**config.mk**
```make
export PLATFORM = sky130hd
export DESIGN_NAME = demux_1x2_buf
export DESIGN_NICKNAME = d
export VERILOG_FILES = /design/src/rtl/demux_1x2_buf.sv
export SDC_FILE = /design/constraint.sdc
export NUM_CORES = 1
export LEC_CHECK = 0
export ABC_CLOCK_PERIOD_IN_PS = 1900
export BUFFER_PORTS_ARGS = -buffer_cell sky130_fd_sc_hd__buf_2
export CAP_MARGIN = 20
export CORE_ASPECT_RATIO = 1.4
export CORE_MARGIN = 2
export CORE_UTILIZATION = 35
export DETAILED_ROUTE_END_ITERATION = 10
export PLACE_DENSITY = 0.57
export SYNTH_ARGS = -nofsm -noshare
export SYNTH_HDL_FRONTEND = slang
export SYNTH_SLANG_ARGS = --single-unit
```
**constraint.sdc**
```tcl
create_clock -name CLK -period 1.9 [get_ports CLK]
set_input_delay 0.285 -clock CLK [delete_from_list [all_inputs] [get_ports CLK]]
set_output_delay 0.285 -clock CLK [all_outputs]
set_load 0.01 [all_outputs]
```
**src/rtl/demux_1x2_buf.sv**
```systemverilog
// demux_1x2_buf: steers each accepted byte into one of two independent output
// FIFOs, so a stalled consumer neither loses data nor blocks the other one.
module demux_1x2_buf #(
    parameter int DEPTH = 2,
    parameter int CW    = 2
) (
    input  logic          CLK,
    input  logic          RESET,
    input  logic [7:0]    in_data,
    input  logic          in_sel,
    input  logic          in_valid,
    output logic          in_ready,
    output logic [7:0]    out0_data,
    output logic          out0_valid,
    input  logic          out0_ready,
    output logic [CW-1:0] out0_count,
    output logic [7:0]    out1_data,
    output logic          out1_valid,
    input  logic          out1_ready,
    output logic [CW-1:0] out1_count
);
    localparam int AW = (DEPTH > 1) ? $clog2(DEPTH) : 1;

    logic [1:0]    full;
    logic [1:0]    valid;
    logic [1:0]    ready;
    logic [1:0]    push;
    logic [1:0]    pop;
    logic [7:0]    head  [2];
    logic [CW-1:0] count [2];

    assign ready = {out1_ready, out0_ready};

    // Fullness is registered state, so a same-cycle pop never lets a full
    // FIFO accept: there is no pass-through and no ready->ready path.
    assign in_ready = ~full[in_sel];

    for (genvar g = 0; g < 2; g++) begin : g_fifo
        logic [7:0]    mem [DEPTH];
        logic [AW-1:0] wr_ptr;
        logic [AW-1:0] rd_ptr;
        logic [CW-1:0] cnt;

        assign push[g]  = in_valid && in_ready && (in_sel == (g != 0));
        assign pop[g]   = valid[g] && ready[g];
        assign valid[g] = (cnt != '0);
        assign full[g]  = (cnt == CW'(DEPTH));
        assign head[g]  = valid[g] ? mem[rd_ptr] : 8'h00;
        assign count[g] = cnt;

        // NOTE: registers are written with non-blocking (<=) so every flop
        // samples pre-edge values regardless of statement order.
        always_ff @(posedge CLK or negedge RESET) begin
            if (!RESET) begin
                wr_ptr <= '0;
                rd_ptr <= '0;
                cnt    <= '0;
            end else begin
                if (push[g]) wr_ptr <= wr_ptr + AW'(1);
                if (pop[g])  rd_ptr <= rd_ptr + AW'(1);
                case ({push[g], pop[g]})
                    2'b10:   cnt <= cnt + CW'(1);
                    2'b01:   cnt <= cnt - CW'(1);
                    default: cnt <= cnt;
                endcase
            end
        end

        // NOTE: storage has no reset; stale entries are unreachable once the
        // pointers and count clear, and head is forced to 0 while empty.
        always_ff @(posedge CLK) begin
            if (push[g]) mem[wr_ptr] <= in_data;
        end
    end

    assign out0_data  = head[0];
    assign out0_valid = valid[0];
    assign out0_count = count[0];
    assign out1_data  = head[1];
    assign out1_valid = valid[1];
    assign out1_count = count[1];
endmodule

```
Word level (Yosys, flattened, before mapping):

Memory sizes are Yosys's and may differ from the RTL's.
Cells that the tools add are included.

* RAM bits: 32
* output and inout bits: 23
* input port bits: 14
* bits in registers: 8
* memories: 2
* logic and storage cells: 44

* magnitude comparators: 1
* muxes and demuxes: 10
* reductions and logical operators: 9
* add/subtract/negate cells: 8
* eq/ne operators: 6
* bitwise operators: 2

Memories
* g_fifo[0].mem: depth 2, width 8, read ports 1, clocked after memory_dff 0, wr ports 1, line 39 `logic [7:0] mem [DEPTH];`
* g_fifo[1].mem: depth 2, width 8, read ports 1, clocked after memory_dff 0, wr ports 1, line 39

Operator list (number)
* 8-bit two-way mux: 2
* 2-bit == test (second input constant): 4
* 2-bit one-hot mux with 2 select lines: 2
* 2-bit nonzero test: 4
* 1-bit two-way mux: 6
* 1-bit logical AND: 5
* 1-bit adder (second input constant): 4
* 2-bit by 1-bit adder with 2-bit output (second input constant): 2
* 2-bit by 1-bit == test with 1-bit output (second input constant): 2
* 2-bit by 1-bit subtractor with 2-bit output (second input constant): 2
* 1-bit by 2-bit < comparator with 1-bit output (second input constant): 1
* 1-bit inverter: 2

Longest topological paths before layout:

Gate-level depths: netlist of run 1.

* depth after elaboration: 8
* mapped depth: 6
* gate-level depth less buffers: 6

Worst setup path after synthesis of run 1:

OpenSTA, ideal clock, no wires.

* path kind: flip-flop to flip-flop
* from: register g_fifo[0].cnt[0], in the netlist out0_count[0]
* to: memory g_fifo[0].mem[1][0], enable pin
* setup time: 0.371 ns
* path slack: 0.404 ns
* required time: 1.529 ns
* path buffers: 0
* clock period less this slack: 1.496 ns
* data arrival time: 1.126 ns
* cell stages (with the launch flop): 4
* cells stage by stage: dfrtp_1 > nand2b_1 > nand3b_2 > nor2_1

* cells in the longest elaborated chain, start to end: 8

RTL lines
* start, declared: line 42 `logic [CW-1:0] cnt;`
* start signal, assigned: line 62 `2'b10: cnt <= cnt + CW'(1);`
* start signal, assigned: line 63 `2'b01: cnt <= cnt - CW'(1);`
* start signal, assigned: line 64 `default: cnt <= cnt;`
* 2-bit == test: line 47 `assign full[g] = (cnt == CW'(DEPTH));`
* 1-bit two-way mux (not written as such) (2 in a row): line 36 `assign in_ready = ~full[in_sel];`
* 1-bit inverter: line 36
* 1-bit logical AND (2 in a row): line 44 `assign push[g] = in_valid && in_ready && (in_sel == (g != 0));`
* 1-bit two-way mux: line 72 `if (push[g]) mem[wr_ptr] <= in_data;`
* 1-bit two-way mux (not written as such): line 72
* end, declared: line 39

Every way passes these cells. The select of a mux whose other input is x is not followed.

Worst setup path after layout of run 1:

* from: register g_fifo[1].rd_ptr
* to: output port out1_data[2]

* cells in the longest elaborated chain, start to end: 2

RTL lines
* start, declared: line 41 `logic [AW-1:0] rd_ptr;`
* start signal, assigned: line 60 `if (pop[g]) rd_ptr <= rd_ptr + AW'(1);`
* memory read 2 x 8 bit
* 8-bit two-way mux: line 48 `assign head[g] = valid[g] ? mem[rd_ptr] : 8'h00;`
* end, declared: line 17 `output logic [7:0] out1_data,`

Every way passes these cells.

==> impl_metrics.toml, run 1 <==
[critical_path]
crit_type = "reg -> out"
endpoint_kind = "output pin"
worst_r2r_path_depth = 5
crit_arrival_ns = 1.39
r2r-end = "out0_count[1]$_DFFE_PN0P_"
critPathLaunchType = "register"
reg2reg_slack_ns = 0.43
cp_max_fo = 9
rr_startpoint = "out0_count[0]$_DFFE_PN0P_"
cp_data_required_time_ns = 1.62

[place]
placed_area_um2 = 1909
gp_congestion = 0.7821
hpwl_um = 2062
io_buffers = 36

[routing]
drc = 0
avgViaCountPerCell = 4.338
dr.first_iter.drc_count = 18
drtAntennaViolNets = 0
drt_wl_total_um = 2822
first_pass_iters = 4
routedWlPerCell_um = 13.06
vias = 937

[hold_path]
hold_path_end = "g_fifo[1].mem[0][4]$_DFFE_PP_"
hold_path.class = "in -> reg"
min_from = "in_data[4]"
holdPathStages = 1

[final_layout]
seq_area_um2 = 1161
multi_input_area_um2 = 430.4
drive_above_1_share_pct = 36.36
nFillCells = 456
area_delta_synth_final_pct = 23.84
nets = 169
num_antenna_cells = 0
final_area_um2 = 2002

[yosys]
synth_top_area_share_pct = 59.44
synthesis.area_um2 = 1617
synthCells = 105
avgSynthCellArea_um2 = 15.40
yosysSeqAreaShare_pct = 71.83
synth_cell_type_count = 15
yosysTopAreaCell = "edfxtp_1"
syn_nets = 121
ys_ff_latch = 40
ys_warn_count = 0
synth_area_leaders = "edfxtp_1 (59%), dfrtp_1 (12%), mux2i_1 (9.9%), nor2_1 (5.1%), xnor2_1 (3.3%)"

[power]
pwr-share-seq_pct = 45.4
power_density_nw_per_um2 = 1469
p_sw_w = 0.001028
peakVddDrop_mv = 0.8634
clockPowerShare_pct = 18.1
p_int_w = 0.001914
swShare_pct = 34.94
p_leak_nw = 0.8456
p_comb_share_pct = 36.5

[timing]
finalHoldViolCount = 0
skew_ns = 0.003784
setup_viol = 0
min_period_ns = 1.672
clock.fmax_mhz = 598.0
setup_tns_ns = 0
tightestPinTransition_ns = 0.4985
report.final.slew_viol_count = 0
slew_headroom_pct = 66.77
finalCritPeriodShare_pct = 88.01
rsz0062_at_grt = "no"

[cts]
cts_resized = 0
h-tree-depth = 2
cts_tree = "built"
cts_buffer_depth = 2
numCtsBuffers = 5
root_buffer = "clkbuf_8"
post-cts-setup-buffers = 0
clk_latency_ns = 0.29
clock-sinks = 40
clk_pin_slew_worst_paths_ns = 0.08

[floorplanning]
coreArea_um2 = 4499
io_pins = 37
die_y_um = 84.41
dieWidth_um = 61.44
start_util_pct = 35.93
rows = 29
dieArea_um2 = 5186

[grt]
grt_pass1_vias = 916
grt_start_max_net_pins = 13
grt_pass1_wl_um = 4353
grt_antenna_before_repair = 0
overflow = 0
gr-usage-all-layers_pct = 12.00

[outcome]
outcome = "finished, final reports clean"

[job]
drv_cap = 0
## worst max-delay path, cell delays in order (launching register included)
cell	delay, ns
dfrtp_1	0.66
mux2i_1	0.26
nor2_1	0.05
buf_2	0.13
## flip-flops by register name, indices dropped and copies added (netlist names)
register	flops
g_fifo.wr_ptr	2
out0_count	2
g_fifo.mem	32
g_fifo.rd_ptr	2
out1_count	2
## power groups by stage
stage	logic [W]	registers, W	clock network [W]
after detailed placement	0.00110	0.00136	0
after floorplan	0.000741	0.00127	0
final	0.00107	0.00134	0.000532
after CTS	0.00110	0.00134	0.000544
after global placement	0.00107	0.00134	0
after global routing	0.00119	0.00136	0.000584
## metrics by stage
stage | std cells | setup slack (ns) | utilization (%) | power [W] | hold WS, ns
after CTS | 216 | 0.1885 | 44.49 | 0.002987 | 0.2068
final | 216 | 0.2278 | 44.49 | 0.002942 | 0.2165
after floorplan | 105 | 0.4038 | - | 0.002010 | -0.01059
after detailed placement | 207 | 0.4333 | 42.44 | 0.002456 | 0.1411
after global routing | 216 | 0.09848 | 44.49 | 0.003142 | 0.2014
after global placement | 207 | 0.5244 | 42.44 | 0.002412 | 0.1394
## cells in the mapped netlist, drive strengths merged
library cell / count
buf: 2
dfrtp: 8
edfxtp: 32
ha: 2
inv: 4
mux2: 1
mux2i: 16
nand2b: 2
nand3: 1
nand3b: 1
nor2: 24
nor2b: 2
xnor2: 6
xor2: 4
## per-layer routing
metal	wire [um]	up-vias	GRT usage, %
li1	-	459	-
met1	1123	440	13.73
met2	1453	34	18.67
met3	214	4	6.009
met4	30	0	5.029
met5	0	-	0
## final cells by class
cell class                      count  share of cell area (%)
Multi-Input combinational cell     59                   21.50
Sequential cell                    40                   58.00
Clock inverter                      3                  0.6875
Timing Repair Buffer               43                   11.75
Tap cell                           62                   3.875
Clock buffer                        5                   3.438
Inverter                            4                  0.7500
## worst max path at each step
| stage | cells past startpoint | from | to |
|---|---|---|---|
| after floorplan | 3 | out0_count[0]$_DFFE_PN0P_ | g_fifo[0].mem[1][0]$_DFFE_PP_ |
| after global placement | 5 | out0_count[0]$_DFFE_PN0P_ | out0_count[1]$_DFFE_PN0P_ |
| after detailed placement | 5 | out0_count[0]$_DFFE_PN0P_ | out0_count[1]$_DFFE_PN0P_ |
| after CTS | 3 | g_fifo[1].rd_ptr$_DFFE_PN0P_ | out1_data[2] |
| after global routing | 3 | g_fifo[1].rd_ptr$_DFFE_PN0P_ | out1_data[2] |
| final | 3 | g_fifo[1].rd_ptr$_DFFE_PN0P_ | out1_data[2] |
## cell usage in the layout (no fill, tap or decap)
cell	Yosys	layout
buf_4	0	6
inv_1	4	4
clkinv_2	0	2
nor2_1	22	22
nor2b_2	2	2
nand3_2	1	1
dfrtp_1	8	8
dlygate4sd3_1	0	1
clkbuf_8	0	5
mux2i_1	16	16
edfxtp_1	32	32
buf_2	2	36
nand3b_2	1	1
xor2_1	4	4
clkinv_1	0	1
nand2b_1	2	2
nor2_2	2	2
ha_1	2	2
xnor2_1	6	6
mux2_2	1	1
## timing repair
item                                   CTS  global route
hold buffers                             1             0
endpoints found under the hold margin    8             0
setup endpoints to repair                0             0
## kinds of logic (layout without fill, tap and decap cells)
group | count (synthesis) | in the layout | share of synthesized area, %
buffers and inverters | 6 | 55 | 1.548
XOR/XNOR | 10 | 10 | 5.418
multiplexers | 17 | 17 | 10.60
adder cells (fa/ha/maj) | 2 | 2 | 1.548
flip-flops | 40 | 40 | 71.83
AND/OR/NAND/NOR | 30 | 30 | 9.056
Power figures use the tool's default switching activity.
==> inputs of run 2 (changes only) <==
--- a/config.mk
+++ b/config.mk
@@ -8,11 +8,13 @@
 export ABC_CLOCK_PERIOD_IN_PS = 1900
 export BUFFER_PORTS_ARGS = -buffer_cell sky130_fd_sc_hd__buf_2
 export CAP_MARGIN = 20
+export CELL_PAD_IN_SITES_DETAIL_PLACEMENT = 1
+export CELL_PAD_IN_SITES_GLOBAL_PLACEMENT = 2
 export CORE_ASPECT_RATIO = 1.4
 export CORE_MARGIN = 2
 export CORE_UTILIZATION = 35
 export DETAILED_ROUTE_END_ITERATION = 10
-export PLACE_DENSITY = 0.57
+export PLACE_DENSITY = 0.76
 export SYNTH_ARGS = -nofsm -noshare
 export SYNTH_HDL_FRONTEND = slang
 export SYNTH_SLANG_ARGS = --single-unit
==> impl_metrics.toml, run 2 (synthesis gave the netlist of run 1 again) <==
[routing]
first_pass_iters = 3
drt_wl_total_um = 3120
avgViaCountPerCell = 4.542
vias = 981
drc = 0
dr.first_iter.drc_count = 17
routedWlPerCell_um = 14.44
drtAntennaViolNets = 0

[cts]
cts_resized = 0
cts_tree = "built"
cts_buffer_depth = 2
clock-sinks = 40
clk_latency_ns = 0.28
clk_pin_slew_worst_paths_ns = 0.07
h-tree-depth = 2
hold_buffers = 1
numCtsBuffers = 5
root_buffer = "clkbuf_8"
post-cts-setup-buffers = 0

[floorplanning]
io_pins = 37
rows = 29
coreArea_um2 = 4499
dieWidth_um = 61.44
start_util_pct = 35.93
dieArea_um2 = 5186
die_y_um = 84.41

[final_layout]
drive_above_1_share_pct = 36.36
top_register = "g_fifo.mem"
area_delta_synth_final_pct = 25.39
mostFrequentLayoutCells = "buf_2 (36), edfxtp_1 (32), nor2_1 (22), mux2i_1 (16), dfrtp_1 (8)"
num_antenna_cells = 0
layout_commonest_cell = "buf_2"
final_core_util_pct = 45.05
largest_reg_flops = 32
nets = 169

[timing]
skew_ns = 0.001921
setup_viol = 0
setup_tns_ns = 0
slew_headroom_pct = 68.30
clock.fmax_mhz = 602.5
report.final.slew_viol_count = 0
finalWorstSetupSlack_ns = 0.2403
tightestPinTransition_ns = 0.4755
min_period_ns = 1.660
rsz0062_at_grt = "no"
finalHoldViolCount = 0
finalCritPeriodShare_pct = 87.35

[critical_path]
critPathLaunchType = "register"
cp_max_fo = 9
crit_type = "reg -> out"
cp_data_required_time_ns = 1.62
crit_arrival_ns = 1.37
endpoint_kind = "output pin"

[grt]
grt_start_max_net_pins = 13
grt_pass1_wl_um = 4912
grt_pass1_vias = 1039
overflow = 0
gr-usage-all-layers_pct = 13.66
grt_antenna_before_repair = 0

[job]
drv_cap = 0

[power]
p_leak_nw = 0.8555
peakVddDrop_mv = 0.5974
power_density_nw_per_um2 = 1526

[place]
place_ws_ns = 0.4045
gp_congestion = 0.7050
io_buffers = 36
hpwl_um = 2357

[hold_path]
hold_path.class = "in -> reg"

[outcome]
outcome = "finished, final reports clean"
-- run 2: changes by cell type in the layout (fill, tap and decap cells not counted), sizes merged --
cell / delta
clkbuf: +1
clkinv: -2
bufinv: +1
-- run 2: path summary, 6_finish.rpt --
path / slack [ns] / to / depth (start not counted) / startpoint
worst max-delay path: 0.24 / out0_data[0] / 3 / g_fifo[0].rd_ptr$_DFFE_PN0P_
worst min-delay path: 0.22 / g_fifo[0].mem[0][5]$_DFFE_PP_ / 1 / in_data[5]
worst max register to register: 0.42 / out0_count[1]$_DFFE_PN0P_ / 5 / out0_count[0]$_DFFE_PN0P_
worst min register to register: 0.51 / g_fifo[0].wr_ptr$_DFFE_PN0P_ / 1 / g_fifo[0].wr_ptr$_DFFE_PN0P_
max in group asynchronous: 1.34 / out1_count[1]$_DFFE_PN0P_ / 2 / RESET
min in group asynchronous: 0.37 / g_fifo[0].rd_ptr$_DFFE_PN0P_ / 2 / RESET
-- run 2: layer usage --
metal  wire (um)  GRT usage [%]  share of wire [%]
met1        1217          15.07                 39
met2        1614          22.63                 52
met3         202          5.393                6.5
met4          86          5.803                2.8
met5           0              0                  0
-- run 2: report_power, final --
part           switching, W  internal (W)  leakage, nW
sequential         0.000202       0.00114        0.386
clock              0.000277      0.000389       0.0552
combinational      0.000560      0.000529        0.414
-- run 2: cell type report --
class | count | area (um^2)
fillers | 501 | 2472
flip-flops and latches | 40 | 1161
multi-input cells | 59 | 430.4
repair buffers | 43 | 235.2
well taps | 62 | 77.57
clock buffers | 6 | 72.57
clock inverters | 2 | 35.03
inverters | 4 | 15.01
-- run 2: worst max-delay path, cell delays in order, from the launching register on --
cell	delay, ns
dfrtp_1	0.64
mux2i_1	0.26
nor2_1	0.06
buf_2	0.13
-- run 2: metrics by stage --
step	power (W)	instances	hold WS [ns]	instance area, um^2
final	0.003093	216	0.2222	2027
after global placement	0.002413	207	0.1432	1909
after floorplan	0.002010	105	-0.01059	1617
after CTS	0.003147	216	0.2148	2027
after detailed placement	0.002476	207	0.1544	1909
after global routing	0.003291	216	0.2269	2027
